==> src/rtl/regfile_sb.sv <==
// rtl/regfile_sb.sv - register file with one write port, two async reads and a busy scoreboard
// Optional write-to-read forwarding is enabled by defining REGFILE_SB_BYPASS_EN.
module regfile_sb #(
    parameter int DATA_W   = 16,
    parameter int NUM_REGS = 8,
    parameter int ADDR_W   = $clog2(NUM_REGS),
    parameter bit R0_ZERO  = 1'b0,
    parameter int CNT_W    = $clog2(NUM_REGS + 1)
) (
    input  logic              clk,
    input  logic              rst,
    input  logic              clr,
    input  logic              wr_en,
    input  logic [ADDR_W-1:0] wr_addr,
    input  logic [DATA_W-1:0] wr_data,
    input  logic              rsv_en,
    input  logic [ADDR_W-1:0] rsv_addr,
    input  logic [ADDR_W-1:0] rd0_addr,
    input  logic [ADDR_W-1:0] rd1_addr,
    output logic [DATA_W-1:0] rd0_data,
    output logic [DATA_W-1:0] rd1_data,
    output logic              rd0_busy,
    output logic              rd1_busy,
    output logic              rsv_err,
    output logic [CNT_W-1:0]  busy_cnt
);

    localparam logic [ADDR_W:0] LIMIT = (ADDR_W + 1)'(NUM_REGS);

    logic [DATA_W-1:0]   mem [NUM_REGS];
    logic [NUM_REGS-1:0] busy;
    logic [NUM_REGS-1:0] busy_nxt;
    logic [CNT_W-1:0]    cnt_nxt;
    logic                rsv_hit;
    logic                wr_ok;
    logic                rsv_ok;

    // An address is writable/reservable only if it exists and is not a hardwired r0
    assign wr_ok  = wr_en  && ({1'b0, wr_addr}  < LIMIT) && !(R0_ZERO && wr_addr  == '0);
    assign rsv_ok = rsv_en && ({1'b0, rsv_addr} < LIMIT) && !(R0_ZERO && rsv_addr == '0);

    always_comb begin
        busy_nxt = busy;
        rsv_hit  = 1'b0;
        cnt_nxt  = '0;
        for (int i = 0; i < NUM_REGS; i++) begin
            if (wr_ok && wr_addr == ADDR_W'(i)) begin
                busy_nxt[i] = 1'b0;
            end
            // Reserve applied after the write so the new producer wins on a collision
            if (rsv_ok && rsv_addr == ADDR_W'(i)) begin
                busy_nxt[i] = 1'b1;
                rsv_hit     = busy[i];
            end
        end
        for (int i = 0; i < NUM_REGS; i++) begin
            cnt_nxt = cnt_nxt + CNT_W'(busy_nxt[i]);
        end
    end

    always_ff @(posedge clk or negedge rst) begin
        if (!rst) begin
            for (int i = 0; i < NUM_REGS; i++) begin
                mem[i] <= '0;
            end
            busy     <= '0;
            rsv_err  <= 1'b0;
            busy_cnt <= '0;
        end else if (clr) begin
            for (int i = 0; i < NUM_REGS; i++) begin
                mem[i] <= '0;
            end
            busy     <= '0;
            rsv_err  <= 1'b0;
            busy_cnt <= '0;
        end else begin
            for (int i = 0; i < NUM_REGS; i++) begin
                if (wr_ok && wr_addr == ADDR_W'(i)) begin
                    mem[i] <= wr_data;
                end
            end
            busy     <= busy_nxt;
            rsv_err  <= rsv_hit;
            busy_cnt <= cnt_nxt;
        end
    end

    always_comb begin
        rd0_data = '0;
        rd0_busy = 1'b0;
        rd1_data = '0;
        rd1_busy = 1'b0;
        // Out-of-range addresses match no entry and read as zero, not busy
        for (int i = 0; i < NUM_REGS; i++) begin
            if (rd0_addr == ADDR_W'(i)) begin
                rd0_data = mem[i];
                rd0_busy = busy[i];
            end
            if (rd1_addr == ADDR_W'(i)) begin
                rd1_data = mem[i];
                rd1_busy = busy[i];
            end
        end
`ifdef REGFILE_SB_BYPASS_EN
        if (wr_ok && wr_addr == rd0_addr) begin
            rd0_data = wr_data;
            rd0_busy = rsv_ok && (rsv_addr == rd0_addr);
        end
        if (wr_ok && wr_addr == rd1_addr) begin
            rd1_data = wr_data;
            rd1_busy = rsv_ok && (rsv_addr == rd1_addr);
        end
`else
`endif
        if (!rst) begin
            rd0_data = '0;
            rd0_busy = 1'b0;
            rd1_data = '0;
            rd1_busy = 1'b0;
        end
    end

endmodule

==> config.mk <==
export PLATFORM = sky130hd
export DESIGN_NAME = regfile_sb
export DESIGN_NICKNAME = d
export VERILOG_FILES = /design/src/rtl/regfile_sb.sv
export SDC_FILE = /design/constraint.sdc
export NUM_CORES = 1
export LEC_CHECK = 0
export CORE_ASPECT_RATIO = 0.75
export CORE_UTILIZATION = 50
export DETAILED_ROUTE_END_ITERATION = 8
export GPL_ROUTABILITY_DRIVEN = 1
export PLACE_DENSITY_LB_ADDON = 0.3
export SETUP_SLACK_MARGIN = 0.05
export SLEW_MARGIN = 20
export SYNTH_ARGS = -nofsm -noshare
export SYNTH_HDL_FRONTEND = slang
export SYNTH_SLANG_ARGS = --single-unit
export TNS_END_PERCENT = 1
==> constraint.sdc <==
create_clock -name clk -period 6.8 [get_ports clk]
set_input_delay 1.02 -clock clk [delete_from_list [all_inputs] [get_ports clk]]
set_output_delay 1.02 -clock clk [all_outputs]
set_load 0.02 [all_outputs]
* Yosys cells after proc, flatten, opt, wreduce, memory -nomap -nowiden
Index checks and enable logic that the tools add are counted.
** Word-level totals
- Register bits after elaboration :: 141
- Bits of input ports :: 33
- Output and inout bits :: 39
- Logic and storage cells :: 146
** Operators by class
- Add/subtract/negate cells :: 7
- Equality and inequality tests :: 28
- Muxes and demuxes :: 72
- Reduce and logical (&&, ||, !) cells :: 28
** Operators with widths (count)
- 2-to-1 mux 16 bit :: 26
- 2-to-1 mux 128 bit :: 1
- == test 3 bit (second input constant) :: 16
- 2-to-1 mux 1 bit :: 43
- == test 3 x 2 -> 1 bit (second input constant) :: 8
- adder 4 x 1 -> 4 bit :: 4
- logical AND 1 bit :: 16
- nonzero test 2 bit :: 8
- == test 3 x 1 -> 1 bit (second input constant) :: 4
- zero test 3 bit :: 4
- 2-to-1 mux 8 bit :: 1
- adder 3 x 1 -> 4 bit :: 1
- 2-to-1 mux 4 bit :: 1
- adder 2 x 1 -> 3 bit :: 1
- adder 1 x 1 -> 2 bit :: 1

* Longest topological paths before layout
- Depth after elaboration :: 12
- Mapped depth :: 14
- Mapped depth without buffers :: 12

* Worst setup path before layout
OpenSTA, ideal clock, no wires.
- Kind :: input -> register
- Start point :: in wr_en
- End point :: reg busy_cnt[2]
- Setup time :: 132 ps
- Arrival time :: 4095 ps
- Required time :: 6668 ps
- Path slack :: 2573 ps
- Cell stages on the path :: 14
- Buffers on the path :: 2
- Cell sequence :: buf_4 -> nor2b_1 -> buf_2 -> nand3_2 -> a22oi_2 -> fa_1 -> fa_1 -> inv_1 -> fa_1 -> ha_1 -> inv_1 -> fa_1 -> xor2_1 -> nor2_1
** On the way
- Longest elaborated chain between the ends :: 11
- Elaborated cells between the ends (all ways) :: 32
- Those cells by class :: 7 x add/sub; 17 x mux; 8 x reduce/logical
** RTL lines
- from (decl) :: RTL line 13 : input logic wr_en,
- logical AND 1 bit :: RTL line 47 : if (wr_ok && wr_addr == ADDR_W'(i)) begin
- 2-to-1 mux 1 bit :: RTL line 47
- 2-to-1 mux 1 bit :: RTL line 51 : if (rsv_ok && rsv_addr == ADDR_W'(i)) begin
- adder 1 x 1 -> 2 bit :: RTL line 57 : cnt_nxt = cnt_nxt + CNT_W'(busy_nxt[i]);
- adder 2 x 1 -> 3 bit :: RTL line 57
- adder 3 x 1 -> 4 bit :: RTL line 57
- adder 4 x 1 -> 4 bit (3 in a row) :: RTL line 57
- adder 4 x 1 -> 4 bit * :: RTL line 57
- 2-to-1 mux 4 bit * :: RTL line 69 : end else if (clr) begin
- to (signal assigned) :: RTL line 84 : busy_cnt <= cnt_nxt;
- to (decl) :: RTL line 25 : output logic [CNT_W-1:0] busy_cnt
Every way passes the cells marked *; elsewhere a longest branch is shown, timed or not.
A chain may end at the register's enable or synchronous reset.

* Worst setup path in the final report
- Start point :: in rd0_addr[1]
- End point :: out rd0_data[6]
** On the way
- Longest elaborated chain between the ends :: 10
- Elaborated cells between the ends (all ways) :: 17
- Those cells by class :: 7 x eq/ne; 9 x mux; 1 x reduce/logical
** RTL lines
- from (decl) :: RTL line 18 : input logic [ADDR_W-1:0] rd0_addr,
- zero test 3 bit :: RTL line 95 : if (rd0_addr == ADDR_W'(i)) begin
- 2-to-1 mux 16 bit (7 in a row) :: RTL line 95
- 2-to-1 mux 16 bit * :: RTL line 95
- 2-to-1 mux 16 bit * :: RTL line 115 : if (!rst) begin
- to (decl) :: RTL line 20 : output logic [DATA_W-1:0] rd0_data,
Marked as above.

==> metrics <==
Post-Route Utilization=58.1%; Worst Hold Class=reg -> reg; xor/xnor share of the synthesized area=0.100%; Worst Skew=2.75 ps; Post-CTS Setup Bufs=0; worst-path fanout max=16; first-pass GRT wire length=44400 um; First-pass DRT Iterations=6; most frequent CP cell=clkdlybuf4s50_1; Synth Register Bits=141; crit path capture type=output port; mux contribution to synthesized area=7.13%; Total Nets Final=1073; WL final=28900 um; row count=41; H-Tree Depth=4; DIE HEIGHT=117 um; post-synthesis simple-gate area fraction=19.4%; Iteration-0 DRC Markers=937; Die Wd=155 um; Critical Path Max Stage Delay=800 ps; Final Setup Violations=0; hpwl dp=17100 um; final antenna diode count=0; MaxCap Viol Count=0; io pins=72; Slew HR=29.0%; Warnings, synthesis=0; TritonCTS buffer count=17; RSZ-0062 raised after global routing=false; largest family of logic cells by synthesized area=compound AO/OA/AOI/OAI gates; gr usage total=33.2%; slowest CP cell=clkdlybuf4s50_1; CP startpoint kind=input port; WL per Instance=22.5 um; root buf cell=clkbuf_16; Compound-Gate Fraction of Synth Area=24.2%; initial antenna violation count=0; Initial Util=51.6%; number of port buffers=71; Pwr Density=223 nW/um^2; Hold Buf Count CTS=0; worst path cell trace=clkdlybuf4s50_1 -> inv_2 -> nand2_2 -> o22ai_1 -> a211oi_1 -> clkdlybuf4s50_1; syn_nets=1069; Longest Clk Path Bufs=2; number of global-route vias before repair=7610; placed instance area=9210 um^2; fraction of registers with async set or reset after synthesis=100%; clock sinks=141; WP data required=5780 ps; Max Slew Vio Count=0; most used cells in the layout excluding fill and tap cells=nand2_1 (331), dfrtp_1 (141), a21oi_1 (133), clkdlybuf4s50_1 (64), o21ai_0 (39); FMAX=194 MHz; status=finished clean; total core area=17000 um^2; WP data arrival=4130 ps; commonest non-fill, non-tap cell in the layout=nand2_1; Setup CP Type=in -> out; Post-Syn Area=8760 um^2; CTS clk-pin slew, worst paths=60 ps; adder-cell share of the synthesized area=1.34%; P_leak=3.99 nW; Top FF cell, synth=dfrtp_1; slew of the pin with the lowest slew margin=1060 ps; Gate Count Post-Synth=1029; share of layout cells above drive strength 1=11.1%; vias=8157; Worst IR Drop VDD=173 uV; number of synthesized flops with an enable pin=0; vias per cell=6.36; Residual DRC=0; GPL Wtd Cong=0.848; fin crit period=5150 ps; largest net degree at the start of global routing=107; design area=9870 um^2; mean area per synthesized cell=8.51 um^2; Final Cycle Share=75.8%; Post-CTS Resized=0; CTS tree=yes; post-route setup TNS=0 ps; DRT antenna net count=0; Total Power=2.20 mW; worst skew pair latency=430 ps; Seq/Total Area, Yosys=40.3%; total die area=18100 um^2; P&R area growth vs syn=12.7%; Hold Violations, Final=0; Synth cell types=64; total gr overflow=0
[registers in the layout, summed over array words and instances (netlist names)]
signal	cells
rsv_err	1
busy	8
busy_cnt	4
mem	128
[cell usage after synthesis, drive strengths merged (7+ instances only)]
library cell | n | area (um^2)
mux2 | 15 | 169
a21o | 13 | 97.6
o21ai | 58 | 290
o21bai | 19 | 143
o22ai | 26 | 163
mux4 | 7 | 165
nor2 | 23 | 141
buf | 77 | 531
dfrtp | 141 | 3530
clkbuf | 22 | 83.8
a32oi | 7 | 61.3
inv | 13 | 48.8
nand2 | 337 | 1280
a21oi | 133 | 666
a221oi | 41 | 472
mux2i | 29 | 290
[cell type report]
class / instances / area (um^2)
inverter: 13 / 48.8
tap: 236 / 295
clock inverter: 8 / 129
clock buffer: 24 / 502
timing repair buffer: 84 / 802
sequential: 141 / 3530
fill: 1527 / 7110
multi-input combinational: 776 / 4570
[report_power, final]
group	internal [mW]	switching, mW
combinational	0.111	0.215
clock	0.628	0.372
sequential	0.858	0.0171
total	1.60	0.604
[critical path: cells and delay by family]
family,cells,cell delay (ps)
buffers and inverters,3,1840
and+or+nand+nor,1,480
AOI/OAI and AO/OA,2,790
[path summary, 6_finish.rpt]
path | startpoint | end | slack [ps] | cells past startpoint
max | rd0_addr[1] | rd0_data[6] | 1650 | 6
min | mem[9] | mem[9] | 530 | 2
max reg2reg | busy[1] | busy_cnt[2] | 3650 | 10
min reg2reg | mem[9] | mem[9] | 530 | 2
max in group asynchronous | rst | mem[108] | 5040 | 2
min in group asynchronous | rst | busy_cnt[1] | 660 | 1
[routing by layer]
layer	vias up	wire length, um	share of wire, %	GRT usage (%)
li1	3607	-	-	-
met1	3941	12300	43	46.8
met2	531	12400	43	49.2
met3	78	3360	12	7.87
met4	0	814	2.8	14.3
met5	-	0	0	0
[cells by family (layout without fill, tap and decap cells)]
logic type,after synthesis,in the layout
XOR/XNOR,1,1
AND/OR/NAND/NOR,392,392
multiplexers,51,51
buffers and inverters,112,129
adder cells (fa/ha/maj),7,7
AO/OA/AOI/OAI,325,325
flip-flops,141,141
[through the flow]
stage / setup slack [ps] / hold WS, ps / instances
after floorplan: 2570 / 508 / 1029
after global placement: 1490 / 523 / 1249
after detailed placement: 1360 / 524 / 1249
after CTS: 1810 / 532 / 1281
after global routing: 1650 / 560 / 1282
final: 1650 / 529 / 1282
Power figures use the tool's default switching activity.
